<file path="config.mk">
export PLATFORM = sky130hd
export DESIGN_NAME = mc_control_fsm
export DESIGN_NICKNAME = d
export VERILOG_FILES = /design/src/rtl/mc_ctrl_pkg.sv /design/src/rtl/mc_ctrl_decode.sv /design/src/rtl/mc_control_fsm.sv
export SDC_FILE = /design/constraint.sdc
export NUM_CORES = 1
export LEC_CHECK = 0
export CORE_MARGIN = 5
export CORE_UTILIZATION = 38
export DETAILED_ROUTE_END_ITERATION = 16
export PLACE_DENSITY = 0.81
export SLEW_MARGIN = 5
export SYNTH_ARGS = -nofsm -noshare
export SYNTH_HDL_FRONTEND = slang
export SYNTH_SLANG_ARGS = --single-unit
</file>
<file path="constraint.sdc">
create_clock -name CLK -period 1.4 [get_ports CLK]
set_input_delay 0.21 -clock CLK [delete_from_list [all_inputs] [get_ports CLK]]
set_output_delay 0.21 -clock CLK [all_outputs]
set_load 0.01 [all_outputs]
</file>
<file path="src/rtl/mc_ctrl_pkg.sv">
// mc_ctrl_pkg: shared definitions for the ManyCycleCPU multi-cycle controller.
//   - FSM state encodings (exported on the State debug port)
//   - opcode constants, ALUOp / PCSrc / RegDst encodings
//   - small opcode classification helpers used by decode and next-state logic
package mc_ctrl_pkg;

  localparam int unsigned OPCODE_W = 6;

  typedef enum logic [2:0] {
    S_IF    = 3'b000,
    S_ID    = 3'b001,
    S_EXE_A = 3'b110,
    S_EXE_B = 3'b101,
    S_EXE_C = 3'b010,
    S_MEM   = 3'b011,
    S_WB_A  = 3'b111,
    S_WB_C  = 3'b100
  } state_t;

  localparam logic [OPCODE_W-1:0] OP_ADD   = 6'b000000;
  localparam logic [OPCODE_W-1:0] OP_SUB   = 6'b000001;
  localparam logic [OPCODE_W-1:0] OP_ADDI  = 6'b000010;
  localparam logic [OPCODE_W-1:0] OP_OR    = 6'b010000;
  localparam logic [OPCODE_W-1:0] OP_AND   = 6'b010001;
  localparam logic [OPCODE_W-1:0] OP_ORI   = 6'b010010;
  localparam logic [OPCODE_W-1:0] OP_SLL   = 6'b011000;
  localparam logic [OPCODE_W-1:0] OP_SLT   = 6'b100110;
  localparam logic [OPCODE_W-1:0] OP_SLTIU = 6'b100111;
  localparam logic [OPCODE_W-1:0] OP_SW    = 6'b110000;
  localparam logic [OPCODE_W-1:0] OP_LW    = 6'b110001;
  localparam logic [OPCODE_W-1:0] OP_BEQ   = 6'b110100;
  localparam logic [OPCODE_W-1:0] OP_J     = 6'b111000;
  localparam logic [OPCODE_W-1:0] OP_JR    = 6'b111001;
  localparam logic [OPCODE_W-1:0] OP_JAL   = 6'b111010;
  localparam logic [OPCODE_W-1:0] OP_HALT  = 6'b111111;

  localparam logic [2:0] ALU_ADD  = 3'b000;
  localparam logic [2:0] ALU_SUB  = 3'b001;
  localparam logic [2:0] ALU_SLL  = 3'b010;
  localparam logic [2:0] ALU_OR   = 3'b011;
  localparam logic [2:0] ALU_AND  = 3'b100;
  localparam logic [2:0] ALU_SLTU = 3'b101;
  localparam logic [2:0] ALU_SLT  = 3'b110;

  localparam logic [1:0] PC_NEXT   = 2'b00;
  localparam logic [1:0] PC_BRANCH = 2'b01;
  localparam logic [1:0] PC_REG    = 2'b10;
  localparam logic [1:0] PC_JUMP   = 2'b11;

  localparam logic [1:0] RD_RA = 2'b00;
  localparam logic [1:0] RD_RT = 2'b01;
  localparam logic [1:0] RD_RD = 2'b10;

  function automatic logic isLegalOp(input logic [OPCODE_W-1:0] op);
    case (op)
      OP_ADD, OP_SUB, OP_ADDI, OP_OR, OP_AND, OP_ORI, OP_SLL, OP_SLT,
      OP_SLTIU, OP_SW, OP_LW, OP_BEQ, OP_J, OP_JR, OP_JAL, OP_HALT:
        isLegalOp = 1'b1;
      default: isLegalOp = 1'b0;
    endcase
  endfunction

  // ALU-class instructions that take the extended immediate and write rt.
  function automatic logic isImmAlu(input logic [OPCODE_W-1:0] op);
    isImmAlu = (op == OP_ADDI) || (op == OP_ORI) || (op == OP_SLTIU);
  endfunction

  function automatic logic [2:0] aluOpFor(input logic [OPCODE_W-1:0] op);
    case (op)
      OP_SUB:          aluOpFor = ALU_SUB;
      OP_OR, OP_ORI:   aluOpFor = ALU_OR;
      OP_AND:          aluOpFor = ALU_AND;
      OP_SLL:          aluOpFor = ALU_SLL;
      OP_SLT:          aluOpFor = ALU_SLT;
      OP_SLTIU:        aluOpFor = ALU_SLTU;
      default:         aluOpFor = ALU_ADD;
    endcase
  endfunction

endpackage

</file>
<file path="src/rtl/mc_ctrl_decode.sv">
// mc_ctrl_decode: purely combinational control decode for the multi-cycle CPU.
//   Inputs : state (current FSM state), opcode (IR[31:26]), zero (ALU Zero flag)
//   Outputs: every datapath enable/mux select; all default to 0 in every state.
// Macro MCFSM_ILLEGAL_TRAP_EN: when defined, undefined opcodes behave like halt
// (no PC update in ID); otherwise they retire as a NOP from ID.
module mc_ctrl_decode
  import mc_ctrl_pkg::*;
(
  input  state_t                state,
  input  logic [OPCODE_W-1:0]   opcode,
  input  logic                  zero,
  output logic                  pcWre,
  output logic                  irWre,
  output logic                  insMemRW,
  output logic                  aluSrcA,
  output logic                  aluSrcB,
  output logic                  dbDataSrc,
  output logic                  regWre,
  output logic                  wrRegDSrc,
  output logic [1:0]            regDst,
  output logic                  extSel,
  output logic [1:0]            pcSrc,
  output logic [2:0]            aluOp,
  output logic                  memRd,
  output logic                  memWr
);

  always_comb begin
    pcWre     = 1'b0;
    irWre     = 1'b0;
    insMemRW  = 1'b0;
    aluSrcA   = 1'b0;
    aluSrcB   = 1'b0;
    dbDataSrc = 1'b0;
    regWre    = 1'b0;
    wrRegDSrc = 1'b0;
    regDst    = RD_RA;
    extSel    = 1'b0;
    pcSrc     = PC_NEXT;
    aluOp     = ALU_ADD;
    memRd     = 1'b0;
    memWr     = 1'b0;

    case (state)
      S_IF: begin
        insMemRW = 1'b1;
        irWre    = 1'b1;
      end
      S_ID: begin
        case (opcode)
          OP_J: begin
            pcWre = 1'b1;
            pcSrc = PC_JUMP;
          end
          OP_JR: begin
            pcWre = 1'b1;
            pcSrc = PC_REG;
          end
          OP_JAL: begin
            pcWre  = 1'b1;
            pcSrc  = PC_JUMP;
            regWre = 1'b1;
            regDst = RD_RA;
          end
          default: begin
            if (!isLegalOp(opcode)) begin
`ifdef MCFSM_ILLEGAL_TRAP_EN
              pcWre = 1'b0;
`else
              pcWre = 1'b1;
              pcSrc = PC_NEXT;
`endif
            end
          end
        endcase
      end
      S_EXE_A: begin
        aluOp   = aluOpFor(opcode);
        aluSrcA = (opcode == OP_SLL);
        aluSrcB = isImmAlu(opcode);
        extSel  = (opcode == OP_ADDI) || (opcode == OP_SLTIU);
      end
      S_WB_A: begin
        regWre    = 1'b1;
        wrRegDSrc = 1'b1;
        regDst    = isImmAlu(opcode) ? RD_RT : RD_RD;
        pcWre     = 1'b1;
      end
      S_EXE_B: begin
        aluOp  = ALU_SUB;
        extSel = 1'b1;
        pcWre  = 1'b1;
        pcSrc  = zero ? PC_BRANCH : PC_NEXT;
      end
      S_EXE_C: begin
        aluOp   = ALU_ADD;
        aluSrcB = 1'b1;
        extSel  = 1'b1;
      end
      S_MEM: begin
        if (opcode == OP_SW) begin
          memWr = 1'b1;
          pcWre = 1'b1;
        end else begin
          memRd = 1'b1;
        end
      end
      S_WB_C: begin
        memRd     = 1'b1;
        dbDataSrc = 1'b1;
        regWre    = 1'b1;
        regDst    = RD_RT;
        wrRegDSrc = 1'b1;
        pcWre     = 1'b1;
      end
      default: ;
    endcase
  end

endmodule

</file>
<file path="src/rtl/mc_control_fsm.sv">
// mc_control_fsm: multi-cycle control unit for the ManyCycleCPU datapath.
//   CLK, Reset (async, active-high), opcode (IR[31:26]), Zero (ALU flag)
//   State      : current FSM state for debug ports
//   PCWre ..mWR: datapath enables and mux selects (from mc_ctrl_decode)
//   halted     : sticky once halt is decoded, cleared only by Reset
// Holds the state register, halted flag and next-state logic; all control
// outputs are combinational from State/opcode/Zero.
// Macro MCFSM_ILLEGAL_TRAP_EN: undefined opcodes trap like halt when defined.
module mc_control_fsm
  import mc_ctrl_pkg::*;
(
  input  logic                CLK,
  input  logic                Reset,
  input  logic [OPCODE_W-1:0] opcode,
  input  logic                Zero,
  output logic [2:0]          State,
  output logic                PCWre,
  output logic                IRWre,
  output logic                InsMemRW,
  output logic                ALUSrcA,
  output logic                ALUSrcB,
  output logic                DBDataSrc,
  output logic                RegWre,
  output logic                WrRegDSrc,
  output logic [1:0]          RegDst,
  output logic                ExtSel,
  output logic [1:0]          PCSrc,
  output logic [2:0]          ALUOp,
  output logic                mRD,
  output logic                mWR,
  output logic                halted
);

  state_t state, stateNext;
  logic   haltedReg, haltNow;
  logic   pcWreRaw, irWreRaw, regWreRaw, memRdRaw, memWrRaw;

  mc_ctrl_decode uDecode (
    .state     (state),
    .opcode    (opcode),
    .zero      (Zero),
    .pcWre     (pcWreRaw),
    .irWre     (irWreRaw),
    .insMemRW  (InsMemRW),
    .aluSrcA   (ALUSrcA),
    .aluSrcB   (ALUSrcB),
    .dbDataSrc (DBDataSrc),
    .regWre    (regWreRaw),
    .wrRegDSrc (WrRegDSrc),
    .regDst    (RegDst),
    .extSel    (ExtSel),
    .pcSrc     (PCSrc),
    .aluOp     (ALUOp),
    .memRd     (memRdRaw),
    .memWr     (memWrRaw)
  );

  // Enables are killed for the whole Reset pulse, not just after the edge,
  // so nothing is written while the state register is being forced to IF.
  assign PCWre  = pcWreRaw  & ~Reset;
  assign IRWre  = irWreRaw  & ~Reset;
  assign RegWre = regWreRaw & ~Reset;
  assign mRD    = memRdRaw  & ~Reset;
  assign mWR    = memWrRaw  & ~Reset;

  assign State  = state;
  assign halted = haltedReg;

  always_comb begin
    haltNow = 1'b0;
    if (state == S_ID) begin
`ifdef MCFSM_ILLEGAL_TRAP_EN
      haltNow = (opcode == OP_HALT) || !isLegalOp(opcode);
`else
      haltNow = (opcode == OP_HALT);
`endif
    end
  end

  always_comb begin
    stateNext = state;
    case (state)
      S_IF: stateNext = S_ID;
      S_ID: begin
        if (haltedReg || haltNow) begin
          stateNext = S_ID;
        end else begin
          case (opcode)
            OP_J, OP_JR, OP_JAL: stateNext = S_IF;
            OP_BEQ:              stateNext = S_EXE_B;
            OP_SW, OP_LW:        stateNext = S_EXE_C;
            default:             stateNext = isLegalOp(opcode) ? S_EXE_A : S_IF;
          endcase
        end
      end
      S_EXE_A: stateNext = S_WB_A;
      S_WB_A:  stateNext = S_IF;
      S_EXE_B: stateNext = S_IF;
      S_EXE_C: stateNext = S_MEM;
      S_MEM:   stateNext = (opcode == OP_LW) ? S_WB_C : S_IF;
      S_WB_C:  stateNext = S_IF;
      default: stateNext = S_IF;
    endcase
  end

  always_ff @(posedge CLK or posedge Reset) begin
    if (Reset) begin
      state     <= S_IF;
      haltedReg <= 1'b0;
    end else begin
      state     <= stateNext;
      haltedReg <= haltedReg | haltNow;
    end
  end

endmodule
</file>
==> flow_summary.toml, run 1 <==
[outcome]
status = "stopped before the end"
stop_stage = "4_1_cts"
firstError = "[ERROR DPL-0033] detailed placement checks failed during check placement."

[clock_tree]
ctsRootBufferMaster = "clkbuf_4"
hold_buffers = 0
post_cts_buffers = 20
cts_max_level = 1
cts_resized = 160
cts_buffers = 3
cts.sink_count = 4
cts_max_path_buffers = 2

[floorplanning]
num_rows = 15
die_y_um = 53.7
die_w_um = 53.7
start_util = 0.412
ioPinCount = 31

[logic_synthesis]
ys_warn_count = 0
syn-cell-area_um2 = 727
synth_seq_area_share = 0.138
syn_nets = 123
yosys_most_used_dff = "dfrtp_1"
ys_types = 36
ys_ff_latch = 4
synthCells = 114
avgSynthCellArea_um2 = 6.38
synth_edf_count = 0
async_flop_share = 1.00

[place]
place.gp.congestion = 0.859
dp_hpwl_um = 2320
dpl_cell_area_mm2 = 0.00139
numPortBuffers = 30
[cells in the mapped netlist (2+ instances only)]
master	number	area [um2]
a21oi_1	9	45.0
nor2b_1	2	12.5
nor3b_1	3	22.5
clkbuf_1	7	26.3
buf_6	2	22.5
nand2_1	13	48.8
o41ai_1	3	26.3
nor2_1	11	41.3
nand4_1	2	12.5
nand3_1	6	30.0
nor4_1	5	31.3
a211oi_1	3	22.5
or3_1	3	18.8
a21o_1	2	15.0
o21ai_0	5	25.0
a31oi_1	4	25.0
inv_1	4	15.0
nor3_1	6	30.0
and3_1	3	18.8
dfrtp_1	4	100
nand2b_1	2	12.5
[per-stage QoR]
| stage | std cells | hold slack (ps) | setup slack (ps) | util |
|---|---|---|---|---|
| 3_3_place_gp | 205 | 481 | -1080 | 0.790 |
| 3_5_place_dp | 205 | 506 | -1130 | 0.790 |
| 2_1_floorplan | 114 | -18.1 | -40.0 | - |
[logic make-up after synthesis]
group | after synthesis | synth area share
and+or+nand+nor | 60 | 0.434
AOI/OAI and AO/OA | 34 | 0.324
buffers and inverters | 16 | 0.105
DFF | 4 | 0.138
==> run 2, diff against run 1 <==
Settings changed: CORE_AREA set to 5 5 66 68, CORE_MARGIN 5 to not set, CORE_UTILIZATION 38 to not set, DIE_AREA set to 0 0 71 73, PLACE_DENSITY 0.81 to not set, PLACE_DENSITY_LB_ADDON set to 0.15.
Clock period 1.4 ns to 1.8 ns, I/O delays scaled along.
==> flow_summary.toml, run 2 <==
[clock_tree]
ctsRootBufferMaster = "clkbuf_8"
hold_buffers = 0
cts_buffers = 3
cts_max_path_buffers = 2
cts_tree = "built"
cts.sink_count = 4
cts_max_level = 1
clock_latency_ps = 210
clk_pin_slew_worst_paths_ps = 30

[logic_synthesis]
synth_area_leader_cell = "dfrtp_1"
avgSynthCellArea_um2 = 6.38
syn-cell-area_um2 = 727
synth_edf_count = 0
ys_warn_count = 0
yosysMostFrequentCell = "nand2_1"
syn_nets = 123
synth_seq_area_share = 0.138
yosys-top-cells-count = "nand2_1, nor2_1, a21oi_1"
synthTopCellsByArea = "dfrtp_1, nand2_1, a21oi_1"
yosys_most_used_dff = "dfrtp_1"
ys_types = 36
synthCells = 114
ys_ff_latch = 4
netlist.area_leader.share = 0.138
async_flop_share = 1.00

[route]
drt_iter0_markers = 57
drtPass1Iterations = 4
routed-via-count = 1157
routed_wl_um = 3170
viasPerCell = 4.70
routedWlPerCell_um = 12.9
ant_nets = 0
drcViolationCount = 0

[setup_path]
cp_slowest_cell = "dfrtp_1"
crit_buf_inv = 1
cp-end-kind = "output port"
path_delay_family = "compound AO/OA/AOI/OAI gates"
rr_startpoint = "State[1]"
crit_type = "reg2out"
path_cells = "nor2_2 > nand2_1 > o41ai_2 > nand2_1 > a21oi_2 > buf_2"
r2r_end = "State[2]"
start_kind = "flip-flop"
crit_required_ps = 1530
cp_data_arrival_time_ps = 1570
cp-startpoint = "State[2]"
r2r_cells = 6
worst_path_most_repeated_cell = "nand2_1"
max_stage_delay_ps = 400
cp_max_fo = 4
rrSetupSlack_ps = 60

[timing]
hold_viol = 0
setup_viol = 2
min_period_over_period = 1.02
max_slew.worst_pin.slew_ps = 298
finClkSkew_ps = 1.57
fmax_mhz = 544
fin_ws_ps = -36.7
fin_crit_ps = 1840
max_slew_margin = 0.800
drv_slew = 0
rsz0062_at_grt = "yes"

[cells_and_area]
n_fill_cell = 407
largest_reg_flops = 3
antennaDiodeCount = 0
multiInputGateArea_um2 = 714
seqCellArea_um2 = 100
stdcell_count = 246
final_common_cell = "buf_4"
mostFrequentLayoutCells = "buf_4, nand2_1, buf_6"
drive_above_1_share = 0.602
nNetsFinal = 207
syn2layout_area_growth_pct = 128
final_core_util = 0.436

[floorplanning]
dieArea_mm2 = 0.00518
core_region_area_mm2 = 0.00380
die_w_um = 71
die_y_um = 73
start_util = 0.191
ioPinCount = 31
num_rows = 23

[global_routing]
grt_pass1_wl_um = 5320
grt_util_all_layers = 0.123
grt_pass1_vias = 1158
antenna_found_initial = 0
grt_overflow = 0
grt_max_degree = 12

[place]
dp_hpwl_um = 2410
placed_cells = 236
numPortBuffers = 30
place.gp.congestion = 0.784

[outcome]
status = "complete, but fails checks"
violations = "setup timing"

[power_and_ir_drop]
ir_drop_v = 0.000512
p_leak_nw = 0.767
power_density_mw_per_mm2 = 961

[worst_hold_path]
hp-class = "in2async"

[run]
maxCapViolCount = 0
-- run 2: cell counts after synthesis --
Identical to the previous run, type by type.
-- run 2: kinds of logic (layout without fill, tap and decap cells) --
family	Yosys count	in the layout	share of synthesized area
simple gates	60	60	0.434
compound gates	34	34	0.324
buf+inv	16	98	0.105
flops	4	4	0.138
-- run 2: cell type report --
type | instances | share of cell area
Tap cell | 50 | 0.0378
Timing Repair Buffer | 90 | 0.434
Sequential cell | 4 | 0.0604
Clock buffer | 3 | 0.0249
Multi-Input combinational cell | 94 | 0.431
Inverter | 5 | 0.0113
-- run 2: tightest hold or removal path: cells and delay by family --
| kind | cells | cell delay (ps) |
|---|---|---|
| buffers and inverters | 3 | 630 |
-- run 2: stage by stage --
step | TNS, ps | setup WS (ps) | hold slack, ps | total power [mW] | area [um2]
6_report | -49.8 | -36.7 | 366 | 1.59 | 1660
2_1_floorplan | 0 | 178 | 41.9 | 0.596 | 727
5_1_grt | -155 | -106 | 387 | 1.72 | 1660
3_3_place_gp | -10820 | -776 | 595 | 1.26 | 1430
3_5_place_dp | -11000 | -822 | 586 | 1.27 | 1430
4_1_cts | -128 | -126 | 369 | 1.49 | 1580
-- run 2: worst max-delay path by stage --
stage,depth (start not counted),slack [ps],to
final,6,-40,RegWre
after global routing,6,-110,RegWre
after CTS,6,-130,RegWre
after detailed placement,7,-820,ALUOp[2]
after global placement,6,-780,PCWre
after floorplan,6,180,RegWre
-- run 2: metal layers --
layer	up-vias	track usage	wire [um]
met5	-	0	0
li1	587	-	-
met2	24	0.226	1630
met3	0	0.0234	124
met1	546	0.155	1420
met4	0	0.0125	0
-- run 2: where the power goes --
part | internal, mW | switching, mW | total (mW)
Sequential | 0.130 | 0.0394 | 0.170
Clock | 0.142 | 0.0397 | 0.182
Combinational | 0.675 | 0.565 | 1.24
-- run 2: repair_timing --
action | in CTS | in global routing
pin swaps | 12 | 13
cloned | 2 | 0
resized for setup | 96 | 45
setup endpoints to repair | 20 | 18
setup buffers | 4 | 1
Power figures use the tool's default switching activity.
